--- config.mk ---
export PLATFORM = sky130hd
export DESIGN_NAME = dac_sample_stage
export DESIGN_NICKNAME = d
export VERILOG_FILES = /design/src/rtl/dac_sample_stage.sv
export SDC_FILE = /design/constraint.sdc
export NUM_CORES = 1
export LEC_CHECK = 0
export ABC_CLOCK_PERIOD_IN_PS = 7600
export CORE_MARGIN = 5
export CORE_UTILIZATION = 55
export DETAILED_ROUTE_END_ITERATION = 7
export PLACE_DENSITY = 0.77
export SETUP_SLACK_MARGIN = 0.05
export SYNTH_ARGS = -nofsm -noshare
export SYNTH_HDL_FRONTEND = slang
export SYNTH_SLANG_ARGS = --single-unit
--- constraint.sdc ---
create_clock -name clk -period 7.6 [get_ports clk]
set_input_delay 1.52 -clock clk [delete_from_list [all_inputs] [get_ports clk]]
set_output_delay 1.52 -clock clk [all_outputs]
set_load 0.03 [all_outputs]
--- src/rtl/dac_sample_stage.sv ---
// dac_sample_stage: gain scale, clamp, FIFO and paced release of samples
// to a 10-bit parallel DAC.
//
// Ports (rst is async active-low):
//   clk, rst, enable                  clock, reset, stream enable
//   sample_valid/_data/_ready         upstream handshake
//   gain_in/gain_load                 Q1.3 gain (8 = unity) capture
//   period_in/period_load             update period (one update per P+1 clks)
//   underrun_clr                      clears the sticky underrun flag
//   dac_data, dac_update, underrun    DAC word, update pulse, sticky flag
//
// Build option DAC_STAGE_MIDSCALE_EN: drive midscale (with an update pulse)
// on underrun and on entry to IDLE instead of holding the last word.

module dac_sample_stage #(
  parameter int DW        = 10,
  parameter int DEPTH     = 8,
  parameter int PERIOD_W  = 16,
  parameter int PRIME_LVL = 4
) (
  input  logic                clk,
  input  logic                rst,
  input  logic                enable,
  input  logic                sample_valid,
  input  logic [DW-1:0]       sample_data,
  output logic                sample_ready,
  input  logic [3:0]          gain_in,
  input  logic                gain_load,
  input  logic [PERIOD_W-1:0] period_in,
  input  logic                period_load,
  input  logic                underrun_clr,
  output logic [DW-1:0]       dac_data,
  output logic                dac_update,
  output logic                underrun
);

  localparam int AW = $clog2(DEPTH);
  localparam int CW = AW + 1;
  localparam int PW = DW + 5;

  localparam logic [DW-1:0]        MID   = DW'(1 << (DW-1));
  localparam logic signed [DW:0]   MID_D = (DW+1)'(1 << (DW-1));
  localparam logic signed [PW-1:0] MID_P = PW'(1 << (DW-1));
  localparam logic signed [PW-1:0] MAX_P = PW'((1 << DW) - 1);
  localparam logic [CW-1:0]        PRIME = CW'(PRIME_LVL);
  localparam logic [CW-1:0]        FULL  = CW'(DEPTH);

  typedef enum logic [1:0] {
    IDLE,
    FILL,
    RUN,
    STARVED
  } state_t;

  state_t                state_q, state_d;
  logic [3:0]            gain_q, gain_d;
  logic [PERIOD_W-1:0]   shadow_q, shadow_d;
  logic [PERIOD_W-1:0]   period_q, period_d;
  logic [PERIOD_W-1:0]   tcnt_q, tcnt_d;
  logic                  s1_v_q, s1_v_d;
  logic signed [PW-1:0]  s1_p_q, s1_p_d;
  logic [AW-1:0]         wp_q, wp_d;
  logic [AW-1:0]         rp_q, rp_d;
  logic [CW-1:0]         cnt_q, cnt_d;
  logic [DW-1:0]         dac_q, dac_d;
  logic                  upd_q, upd_d;
  logic                  und_q, und_d;
  logic                  rdy_q, rdy_d;
  logic [DW-1:0]         mem [DEPTH];

  logic                  flush;
  logic                  xfer;
  logic                  tick;
  logic                  push;
  logic                  pop;
  logic                  empty;
  logic signed [DW:0]    s1_d;
  logic signed [PW-1:0]  d_ext;
  logic signed [PW-1:0]  g_ext;
  logic signed [PW-1:0]  r;
  logic [DW-1:0]         wdata;
  logic [CW-1:0]         occ;

  assign sample_ready = rdy_q;
  assign dac_data     = dac_q;
  assign dac_update   = upd_q;
  assign underrun     = und_q;

  // S1: centre on midscale and multiply by the gain in force now
  assign s1_d   = $signed({1'b0, sample_data}) - MID_D;
  assign d_ext  = PW'(s1_d);
  assign g_ext  = PW'($signed({1'b0, gain_q}));
  assign s1_p_d = d_ext * g_ext;

  // S2: drop the Q1.3 fraction, re-bias and clamp into DAC range
  assign r = (s1_p_q >>> 3) + MID_P;

  always_comb begin
    wdata = r[DW-1:0];
    if (r[PW-1]) begin
      wdata = '0;
    end else if (r > MAX_P) begin
      wdata = '1;
    end
  end

  assign flush = (state_q == IDLE) || !enable;
  assign xfer  = sample_valid && rdy_q;
  assign empty = (cnt_q == '0);
  assign tick  = (state_q == RUN) && enable
               && (tcnt_q == period_q);
  assign push  = s1_v_q && !flush;
  assign pop   = tick && !empty;

  always_comb begin
    state_d  = state_q;
    gain_d   = gain_load ? gain_in : gain_q;
    shadow_d = period_load ? period_in : shadow_q;
    period_d = period_q;
    tcnt_d   = '0;
    dac_d    = dac_q;
    upd_d    = 1'b0;
    und_d    = underrun_clr ? 1'b0 : und_q;
    s1_v_d   = 1'b0;
    wp_d     = '0;
    rp_d     = '0;
    cnt_d    = '0;

    unique case (state_q)
      IDLE:    if (enable) state_d = FILL;
      FILL:    if (cnt_q >= PRIME) state_d = RUN;
      RUN:     if (tick && empty) state_d = STARVED;
      STARVED: state_d = FILL;
      default: state_d = IDLE;
    endcase
    if (!enable) state_d = IDLE;

    if (pop) begin
      dac_d = mem[rp_q];
      upd_d = 1'b1;
    end

    if (tick && empty) begin
      und_d = 1'b1;
`ifdef DAC_STAGE_MIDSCALE_EN
      dac_d = MID;
      upd_d = 1'b1;
`endif
    end

`ifdef DAC_STAGE_MIDSCALE_EN
    if (state_q != IDLE && state_d == IDLE) begin
      dac_d = MID;
      upd_d = 1'b1;
    end
`endif

    // Counter only runs while staying in RUN; wrap doubles as tick
    if (state_q == RUN && state_d == RUN) begin
      tcnt_d = tick ? '0 : tcnt_q + PERIOD_W'(1);
    end

    if (state_q != RUN || tick) begin
      period_d = shadow_d;
    end

    if (!flush) begin
      s1_v_d = xfer;
      wp_d   = wp_q + AW'(push);
      rp_d   = rp_q + AW'(pop);
      cnt_d  = cnt_q + CW'(push) - CW'(pop);
    end

    // Ready looks at next-cycle occupancy so a registered ready can
    // never admit a sample the FIFO has no room for
    occ   = cnt_d + CW'(s1_v_d);
    rdy_d = enable && (state_d != IDLE) && (occ < FULL);
  end

  always_ff @(posedge clk or negedge rst) begin
    if (!rst) begin
      state_q  <= IDLE;
      gain_q   <= 4'd8;
      shadow_q <= '0;
      period_q <= '0;
      tcnt_q   <= '0;
      s1_v_q   <= 1'b0;
      s1_p_q   <= '0;
      wp_q     <= '0;
      rp_q     <= '0;
      cnt_q    <= '0;
      dac_q    <= MID;
      upd_q    <= 1'b0;
      und_q    <= 1'b0;
      rdy_q    <= 1'b0;
    end else begin
      state_q  <= state_d;
      gain_q   <= gain_d;
      shadow_q <= shadow_d;
      period_q <= period_d;
      tcnt_q   <= tcnt_d;
      s1_v_q   <= s1_v_d;
      s1_p_q   <= s1_p_d;
      wp_q     <= wp_d;
      rp_q     <= rp_d;
      cnt_q    <= cnt_d;
      dac_q    <= dac_d;
      upd_q    <= upd_d;
      und_q    <= und_d;
      rdy_q    <= rdy_d;
    end
  end

  always_ff @(posedge clk) begin
    if (push) mem[wp_q] <= wdata;
  end

endmodule

======== Yosys cells after proc, flatten, opt, wreduce, memory -nomap -nowiden ========
Memories as Yosys holds them, arrays and structs flattened. A register that Yosys moved wholly into a read port is not among the register bits.
Cells that the tools add are included.
word-level totals
  memory bits (writable) .................. 80
  memories kept ........................... 1
  output and inout port bits .............. 13
  flip-flop bits (word level) ............. 83
operators by class
  order comparisons ....................... 3
  multipliers ............................. 1
  equal/unequal tests ..................... 6
  muxes and demuxes ....................... 18
  reductions and logical operators ........ 20
  $add $sub $neg .......................... 8
memories
  memory  words  width  read ports  clocked after memory_dff  write ports  RTL line  text
  mem     8      10     1           1                         1            69        logic [DW-1:0] mem [DEPTH];
operator list
  kind                    number
  $mux 16                 3
  $mux 10                 2
  $add 16x1->16 const B   1
  $eq 16x16->1            1
  $mul 11x5->15           1
  $add 12x11->13 const B  1
  $gt 13x11->1 const B    1
  $sub 10x10->11 const B  1
  $logic_and 1x1->1       9
  $add 4x1->4             2
  $add 3x1->3             2
  $eq 2x2->1 const B      3
  $mux 1                  6
  $mux 2                  3
  $mux 3                  2
  $pmux 2 s3              1
  $ge 4x3->1 const B      1
  $logic_not 1->1         4
  $logic_not 4->1         1
  $lt 4x4->1 const B      1
  $mux 4                  1
  $reduce_bool 2->1       2
  $sub 4x1->4             1
  $eq 2x1->1 const B      1
  4 further kinds         5

======== Depth between registers and ports, before layout ========
Gate-level depths: netlist of run 1.
  word-level depth ........................ 10
  gate-level depth with buffers ........... 14
  mapped depth without buffers ............ 13

======== Worst setup path after synthesis of run 1 ========
OpenSTA, ideal clock, no wires.
  kind .................................... input-to-reg
  from .................................... in sample_data[2]
  to ...................................... reg s1_p_q[9]
  data required time ...................... 7.469 ns
  data arrival time ....................... 4.328 ns
  setup slack ............................. 3.142 ns
  buffers on the path ..................... 0
  stages on the path ...................... 12
  path through ............................ and2_1 ha_1 inv_1 fa_1 fa_1 inv_1 ha_1 and4_1 a221o_1 a211oi_1 or3b_2 nand3_1
between the ends
  longest elaborated chain between the ends .. 2
ends and longest elaborated chain
  item                    RTL line  text
  start: declaration      25        input logic [DW-1:0] sample_data,
  $sub 10x10->11          90        assign s1_d = $signed({1'b0, sample_data}) - MID_D;
  $mul 11x5->15           93        assign s1_p_d = d_ext * g_ext;
  via s1_p_d[9]           61        logic signed [PW-1:0] s1_p_q, s1_p_d;
  end signal: assignment  203       s1_p_q <= s1_p_d;
  end: declaration        61
The timed path passes the listed nets, and every way through them passes these cells.
A chain may end at the register's enable or synchronous reset.

======== Final worst setup path of run 1 ========
Same ends and word-level chain as after synthesis.

==> results.toml, run 1 <==
[status]
status = "completed"

[die]
boundaryPins = 50
die_x_um = 136
num_rows = 46
start_util_pct = 55.6
design.core.area_um2 = 15700
die-area_um2 = 18500
die_h_um = 136

[routing]
antenna_left = 0
vias = 5061
drc = 0
detail_route.wl_per_cell_um = 17.2
drtPass1Iterations = 4
finalWirelength_um = 16100
drt_iter0_drc = 362
via_per_inst = 5.42

[global_routing]
grt_pass1_wl_um = 27100
grt_max_degree = 71
first_global_vias = 5419
grt_usage_pct = 19.0
grt_overflow = 0
grt_antenna_before_repair = 0

[layout]
num-nets-final = 803
drive_above_1_share_pct = 18.0
fin_util_pct = 63.8
n_antenna_cell = 0
areaGrowthSynthToFinish_pct = 14.9

[logic_synthesis]
yosysMostFrequentCell = "dfrtp_1"
synth_top_family_by_area = "multiplexers"
netlist_top_cells_area = "edfxtp_1, dfrtp_1, mux2_2"
synth_top_area_cell = "edfxtp_1"
yosys_register_bits = 170
synthMuxAreaShare_pct = 12.9
netlist_instances = 651
synth_flop_cell = "dfrtp_1"
seq_area_frac_synth_pct = 53.3
netlist.area_leader.share_pct = 27.5
synthXorXnorAreaFrac_pct = 4.90
yosys.area_share.simple_pct = 10.8
ys_top_cells_by_count = "dfrtp_1, edfxtp_1, inv_1"
synth_cell_type_count = 55
syn_area_um2 = 8730
synth_adder_area_share_pct = 10.8
synth.avg_cell_area_um2 = 13.4
synth_nets = 750
synth_compound_area_share_pct = 3.71
synth-async-reset-ratio_pct = 52.9
synth_edf_count = 80
ys.warnings.count = 0

[critical_path]
end_kind = "flop"
crit_type = "input port to flop"
slowest_stage = "fa_1"
startpoint_type = "input port"
arrival_ns = 4.97
crit_required_ns = 7.90
cp_num_buf_inv = 3
cp_cell_sequence = "clkdlybuf4s50_1, and2_1, ha_1, inv_1, fa_1, fa_1, inv_1, ha_1, and4_1, a221o_1, a211oi_1, or3b_2, nand3_1"
crit_family = "adder cells"
cp_max_fo = 4
slowest_delay_ns = 0.55

[placed_design]
hpwl_um = 11200
gp_congestion = 0.859
port-buffer-count = 49

[clocking]
cts-hold-fix-buffers = 0
numCtsBuffers = 17
post_cts_resized = 0
tritoncts = "yes"
post_cts_buffers = 0
clk_pin_slew_worst_paths_ns = 0.06
clock_latency_ns = 0.43
numClockSinks = 170
clockBufferDepth = 2
clock-root-buffer = "clkbuf_16"
htreeDepth = 4

[timing]
slew_headroom_pct = 21.8
drv_slew = 0
setup_viol = 0
timing.final.crit_share_pct = 61.5
period_needed_ns = 4.68
setup_tns_ns = 0
hold_ws_ns = 0.498
worstMarginPinSlew_ns = 1.17
rsz0062_at_grt = "false"
fmax_mhz = 214
fin_skew_ns = 0.0120
final_hold_viol_count = 0

[pwr]
power.density_nw_per_um2 = 281
irDropWorstVdd_mv = 0.193
leakage_nw = 4.06

[hold_path]
hp-class = "flop to flop"

[run]
maxCapViolCount = 0
stage by stage:
stage,power [mW],instance area [µm²],instances,setup WS [ns]
after floorplan,1.78,8730,651,3.14
after global placement,1.92,9440,901,2.60
after detailed placement,1.96,9440,901,2.49
after CTS,2.83,10000,933,2.94
after global routing,2.97,10000,933,2.73
final,2.82,10000,933,2.92
sequential cells by signal (all words and copies together) (netlist names), 4 cells and up:
| signal | cells |
|---|---|
| mem | 80 |
| period_q | 16 |
| shadow_q | 16 |
| tcnt_q | 16 |
| s1_p_q | 12 |
| dac_data | 10 |
| cnt_q | 4 |
| gain_q | 4 |
power by group:
part,switching (mW),internal [mW]
Combinational,0.441,0.284
Sequential,0.0522,1.18
Clock,0.367,0.490
area by class of cell:
type / count / area (µm²)
clock inverter: 14 / 163
timing repair buffer: 52 / 510
sequential: 170 / 4660
multi-input combinational: 407 / 3790
tap: 216 / 270
inverter: 56 / 210
fill: 1166 / 5680
clock buffer: 18 / 429
cell usage in the layout (no fill, tap or decap), types with 4 or more instances in the layout:
master / instances
a21oi_1: 8
and2_1: 36
and3_1: 4
buf_4: 4
clkbuf_16: 17
clkdlybuf4s50_1: 48
clkinvlp_4: 6
dfrtp_1: 88
edfxtp_1: 80
fa_1: 22
ha_1: 40
inv_1: 56
mux2_2: 46
mux2_4: 10
mux4_2: 20
nand2_1: 31
nand2b_1: 6
nand3_1: 7
nand4_1: 8
nor2_1: 35
nor2b_1: 6
nor3_1: 13
nor3_2: 5
nor4_1: 5
o21a_1: 11
o21ai_0: 5
xnor2_1: 20
xor2_1: 27
per-layer routing:
| layer | routed length (µm) | up-vias | part of all wire, % | track usage (%) |
|---|---|---|---|---|
| met4 | 213 | 0 | 1.3 | 5.15 |
| met2 | 8310 | 104 | 52 | 33.0 |
| met3 | 614 | 18 | 3.8 | 4.59 |
| met1 | 6950 | 2534 | 43 | 23.8 |
| li1 | - | 2405 | - | - |
| met5 | 0 | - | 0 | 0 |
worst paths after layout:
| kind | start | end | slack (ns) | cells past startpoint |
|---|---|---|---|---|
| max in group asynchronous | rst | tcnt_q[8]$_DFF_PN0_ | 5.42 | 2 |
| setup reg to reg | tcnt_q[2]$_DFF_PN0_ | sample_ready$_DFF_PN0_ | 3.96 | 11 |
| setup / recovery | sample_data[2] | s1_p_q[9]$_DFF_PN0_ | 2.92 | 13 |
| hold reg to reg | shadow_q[7]$_DFF_PN0_ | shadow_q[7]$_DFF_PN0_ | 0.50 | 1 |
| min in group asynchronous | rst | dac_data[7]$_DFFE_PN0P_ | 0.98 | 1 |
| hold / removal | shadow_q[7]$_DFF_PN0_ | shadow_q[7]$_DFF_PN0_ | 0.50 | 1 |
logic make-up after synthesis:
family | after synthesis
adder cells (fa/ha/maj) | 62
AND/OR/NAND/NOR | 174
multiplexers | 77
AO/OA/AOI/OAI | 46
buffers and inverters | 74
flip-flops | 170
XOR/XNOR | 48
Power figures use the tool's default switching activity.
==> run 2: changes to the inputs <==
- ABC_CLOCK_PERIOD_IN_PS: 7600 -> 4050
- CORE_UTILIZATION: 55 -> 54
- PLACE_DENSITY: 0.77 -> 0.79
- clock period: 7.6 -> 4.05 ns (I/O delays scaled with it)
==> results.toml, run 2 (synthesis gave the netlist of run 1 again) <==
[routing]
drtPass1Iterations = 5
finalWirelength_um = 16400
antenna_left = 0
drc = 0
vias = 5256
drt_iter0_drc = 364
via_per_inst = 5.44
detail_route.wl_per_cell_um = 16.9

[timing]
worstMarginPinSlew_ns = 0.926
timing.final.crit_share_pct = 95.6
drv_slew = 0
fin_skew_ns = 0.00922
fmax_mhz = 258
rsz0062_at_grt = "true"
setup_viol = 0
period_needed_ns = 3.87
hold_ws_ns = 0.382
final_hold_viol_count = 0
slew_headroom_pct = 38.3

[global_routing]
met1_usage_pct = 23.9
grt_usage_pct = 18.8
grt_pass1_wl_um = 27300
grt_use_met3_pct = 3.93
first_global_vias = 5693
grt-busiest-layer = "met2"
grt_antenna_before_repair = 0
grt_overflow = 0
use_met2_pct = 31.8
grt_max_degree = 43

[critical_path]
crit_type = "input port to flop"
crit_required_ns = 4.40
end_kind = "flop"
arrival_ns = 4.22
reg2regPathDepth = 12
cp_max_fo = 4
startpoint_type = "input port"

[clocking]
post_cts_buffers = 0
cts-hold-fix-buffers = 0
numCtsBuffers = 17
tritoncts = "yes"
clockBufferDepth = 2
clock_latency_ns = 0.43
htreeDepth = 4
clk_pin_slew_worst_paths_ns = 0.07
clock-root-buffer = "clkbuf_16"
numClockSinks = 170

[die]
die_x_um = 137
start_util_pct = 55.0
die_h_um = 137
num_rows = 46
die-area_um2 = 18800
design.core.area_um2 = 15900
boundaryPins = 50

[layout]
final_cell_mix = "dfrtp_1, edfxtp_1, inv_1, clkdlybuf4s50_1, mux2_2"
areaGrowthSynthToFinish_pct = 17.4
num-nets-final = 837
num-fill-cells = 1182
n_antenna_cell = 0
top_register = "mem"
drive_above_1_share_pct = 21.4
final_common_cell = "dfrtp_1"
largest_reg_flops = 80
fin_util_pct = 64.6

[status]
status = "completed"

[pwr]
leakage_nw = 4.24
irDropWorstVdd_mv = 0.442
finalPower_mw = 5.32
power.density_nw_per_um2 = 519

[placed_design]
hpwl_um = 11800
port-buffer-count = 49
gp_congestion = 0.897

[hold_path]
hp-class = "input port to asynchronous set/reset pin"

[run]
maxCapViolCount = 0
==> run 2: changes by cell type in the layout (fill, tap and decap cells not counted), moves of 2 or more <==
cell / delta
nor3_1: +4
nor3_2: -4
clkinv_2: +2
clkinvlp_4: -3
inv_6: +2
buf_4: +34
==> run 2: metal layers <==
metal / up-vias / wire, µm
li1: 2473 / -
met1: 2625 / 6930
met2: 116 / 8420
met3: 42 / 618
met4: 0 / 399
met5: - / 0
==> run 2: report_power, final <==
| group | total (mW) | switching [mW] | internal [mW] | leakage, nW |
|---|---|---|---|---|
| sequential | 2.31 | 0.0965 | 2.22 | 1.86 |
| clock | 1.54 | 0.683 | 0.860 | 0.272 |
| combinational | 1.46 | 0.852 | 0.610 | 2.11 |
| total | 5.32 | 1.63 | 3.69 | 4.24 |
==> run 2: final cells by class <==
type / instances / area (µm²) / area share, %
multi-input combinational: 407 / 3780 / 36.9
inverter: 56 / 210 / 2.05
clock buffer: 18 / 429 / 4.18
timing repair buffer: 86 / 766 / 7.47
sequential: 170 / 4660 / 45.4
tap: 216 / 270 / 2.64
clock inverter: 14 / 138 / 1.34
==> run 2: critical path, stage by stage <==
cell	delay [ns]
clkdlybuf4s50_1	0.45
and2_1	0.18
ha_1	0.27
inv_1	0.06
fa_1	0.50
fa_1	0.54
inv_1	0.04
ha_1	0.28
and4_1	0.17
a221o_1	0.25
a211oi_2	0.11
or3b_2	0.48
nand3_1	0.10
==> run 2: through the flow <==
step                      worst slack (ns)  area (µm²)  setup TNS [ns]  std cells
after CTS                            0.158       10200               0        967
after global placement              -0.169        9680          -0.815        935
final                                0.180       10300               0        967
after floorplan                      0.302        8730               0        651
after global routing                0.0456       10300               0        967
after detailed placement            -0.276        9680           -1.46        935
==> run 2: path summary, 6_finish.rpt <==
check,to,start,slack [ns]
max in group asynchronous,shadow_q[15]$_DFF_PN0_,rst,2.88
setup / recovery,s1_p_q[9]$_DFF_PN0_,sample_data[1],0.18
min in group clk,shadow_q[5]$_DFF_PN0_,shadow_q[5]$_DFF_PN0_,0.50
setup reg to reg,s1_p_q[9]$_DFF_PN0_,gain_q[2]$_DFFE_PN0P_,0.48
hold reg to reg,shadow_q[5]$_DFF_PN0_,shadow_q[5]$_DFF_PN0_,0.50
hold / removal,dac_data[6]$_DFFE_PN0P_,rst,0.38
==> run 2: timing repair <==
action / CTS / global route
hold endpoints to repair: 0 / 0
gates resized for setup: 0 / 2
setup endpoints to repair: 0 / 2
==> run 3: changes to the inputs <==
- ABC_CLOCK_PERIOD_IN_PS: 4050 -> 4300
- CORE_UTILIZATION: 54 -> 55
- PLACE_DENSITY: 0.79 -> 0.77
- clock period: 4.05 -> 4.3 ns (I/O delays scaled with it)
==> results.toml, run 3 (synthesis gave the netlist of run 1 again) <==
[status]
status = "completed"

[placed_design]
dp.cells = 918
hpwl_um = 11400
port-buffer-count = 49
gp_congestion = 0.907
post_dp_cell_area_um2 = 9550

[die]
boundaryPins = 50
start_util_pct = 55.6
design.core.area_um2 = 15700
die_h_um = 136
die_x_um = 136
die-area_um2 = 18500
num_rows = 46

[critical_path]
crit_required_ns = 4.58
cp_max_fo = 4
end_kind = "flop"
cp_num_buf_inv = 3
slowest_delay_ns = 0.54
slowest_stage = "fa_1"
cp_cell_sequence = "clkdlybuf4s50_1, and2_1, ha_1, inv_1, fa_1, fa_1, inv_1, ha_1, and4_1, a221o_1, a211oi_1, or3b_2, nand3_1"
crit_family = "adder cells"
crit_type = "input port to flop"
arrival_ns = 4.27
startpoint_type = "input port"

[timing]
period_needed_ns = 3.99
worstMarginPinSlew_ns = 0.947
setup_viol = 0
timing.final.crit_share_pct = 92.7
rsz0062_at_grt = "false"
fmax_mhz = 251
final_hold_viol_count = 0
slew_headroom_pct = 36.9
fin_skew_ns = 0.00686
drv_slew = 0

[clocking]
numCtsBuffers = 17
clock-root-buffer = "clkbuf_16"
clock_latency_ns = 0.42
numClockSinks = 170
cts-hold-fix-buffers = 0
tritoncts = "yes"
clockBufferDepth = 2
htreeDepth = 4
post_cts_buffers = 0
post_cts_resized = 0
clk_pin_slew_worst_paths_ns = 0.06

[layout]
final_common_cell = "dfrtp_1"
num-fill-cells = 1144
n_antenna_cell = 0
postLayoutCellArea_um2 = 10100
areaGrowthSynthToFinish_pct = 15.9
drive_above_1_share_pct = 19.1
final_cell_mix = "dfrtp_1, edfxtp_1, inv_1, clkdlybuf4s50_1, mux2_2"
largest_reg_flops = 80
layoutNonFillerInstCount = 950
top_register = "mem"
num-nets-final = 820

[pwr]
irDropWorstVdd_mv = 0.296
finalPower_mw = 4.99
leakage_nw = 4.15
power.density_nw_per_um2 = 493

[hold_path]
hp-class = "input port to asynchronous set/reset pin"

[global_routing]
first_global_vias = 5523
grt_usage_pct = 18.8
grt_antenna_before_repair = 0
grt_max_degree = 54
grt_pass1_wl_um = 27200
grt_overflow = 0

[routing]
antenna_left = 0
drtPass1Iterations = 4
vias = 5199
drc = 0
drt_iter0_drc = 404
detail_route.wl_per_cell_um = 17.1
via_per_inst = 5.47
finalWirelength_um = 16300

[run]
maxCapViolCount = 0
-- run 3: layout make-up --
type | count | area, µm² | area share, %
Sequential cell | 170 | 4660 | 46.0
Multi-Input combinational cell | 407 | 3770 | 37.3
Timing Repair Buffer | 69 | 638 | 6.30
Clock buffer | 21 | 450 | 4.45
Tap cell | 216 | 270 | 2.67
Inverter | 56 | 210 | 2.08
Clock inverter | 11 | 123 | 1.21
-- run 3: metal layers --
metal  vias to the layer above  GRT usage (%)  wire length, µm
met5                         -              0                0
met4                         0           5.66              157
met3                        16           4.29              693
met2                       120           32.1             8460
met1                      2623           24.2             6970
li1                       2440              -                -
-- run 3: through the flow --
step | TNS (ns) | worst slack [ns] | util, % | hold WS (ns)
floorplan | 0 | 0.502 | - | 0.468
global placement | 0 | 0.0245 | 60.8 | 0.482
detailed placement | -0.266 | -0.117 | 60.8 | 0.490
CTS | 0 | 0.301 | 64.4 | 0.493
global route | 0 | 0.143 | 64.4 | 0.515
finish | 0 | 0.312 | 64.4 | 0.476
-- run 3: final timing paths --
kind	startpoint	end	slack [ns]	cells past startpoint
setup / recovery	sample_data[1]	s1_p_q[9]$_DFF_PN0_	0.31	13
setup reg to reg	gain_q[2]$_DFFE_PN0P_	s1_p_q[9]$_DFF_PN0_	0.67	12
hold reg to reg	shadow_q[14]$_DFF_PN0_	shadow_q[14]$_DFF_PN0_	0.50	1
hold / removal	rst	dac_data[7]$_DFFE_PN0P_	0.48	1
min in group clk	shadow_q[14]$_DFF_PN0_	shadow_q[14]$_DFF_PN0_	0.50	1
max in group asynchronous	rst	state_q[0]$_DFF_PN0_	2.89	2
-- run 3: power by group --
group	internal (mW)	switching [mW]	total [mW]
Clock	0.870	0.605	1.47
Sequential	2.09	0.0956	2.18
Combinational	0.539	0.797	1.34
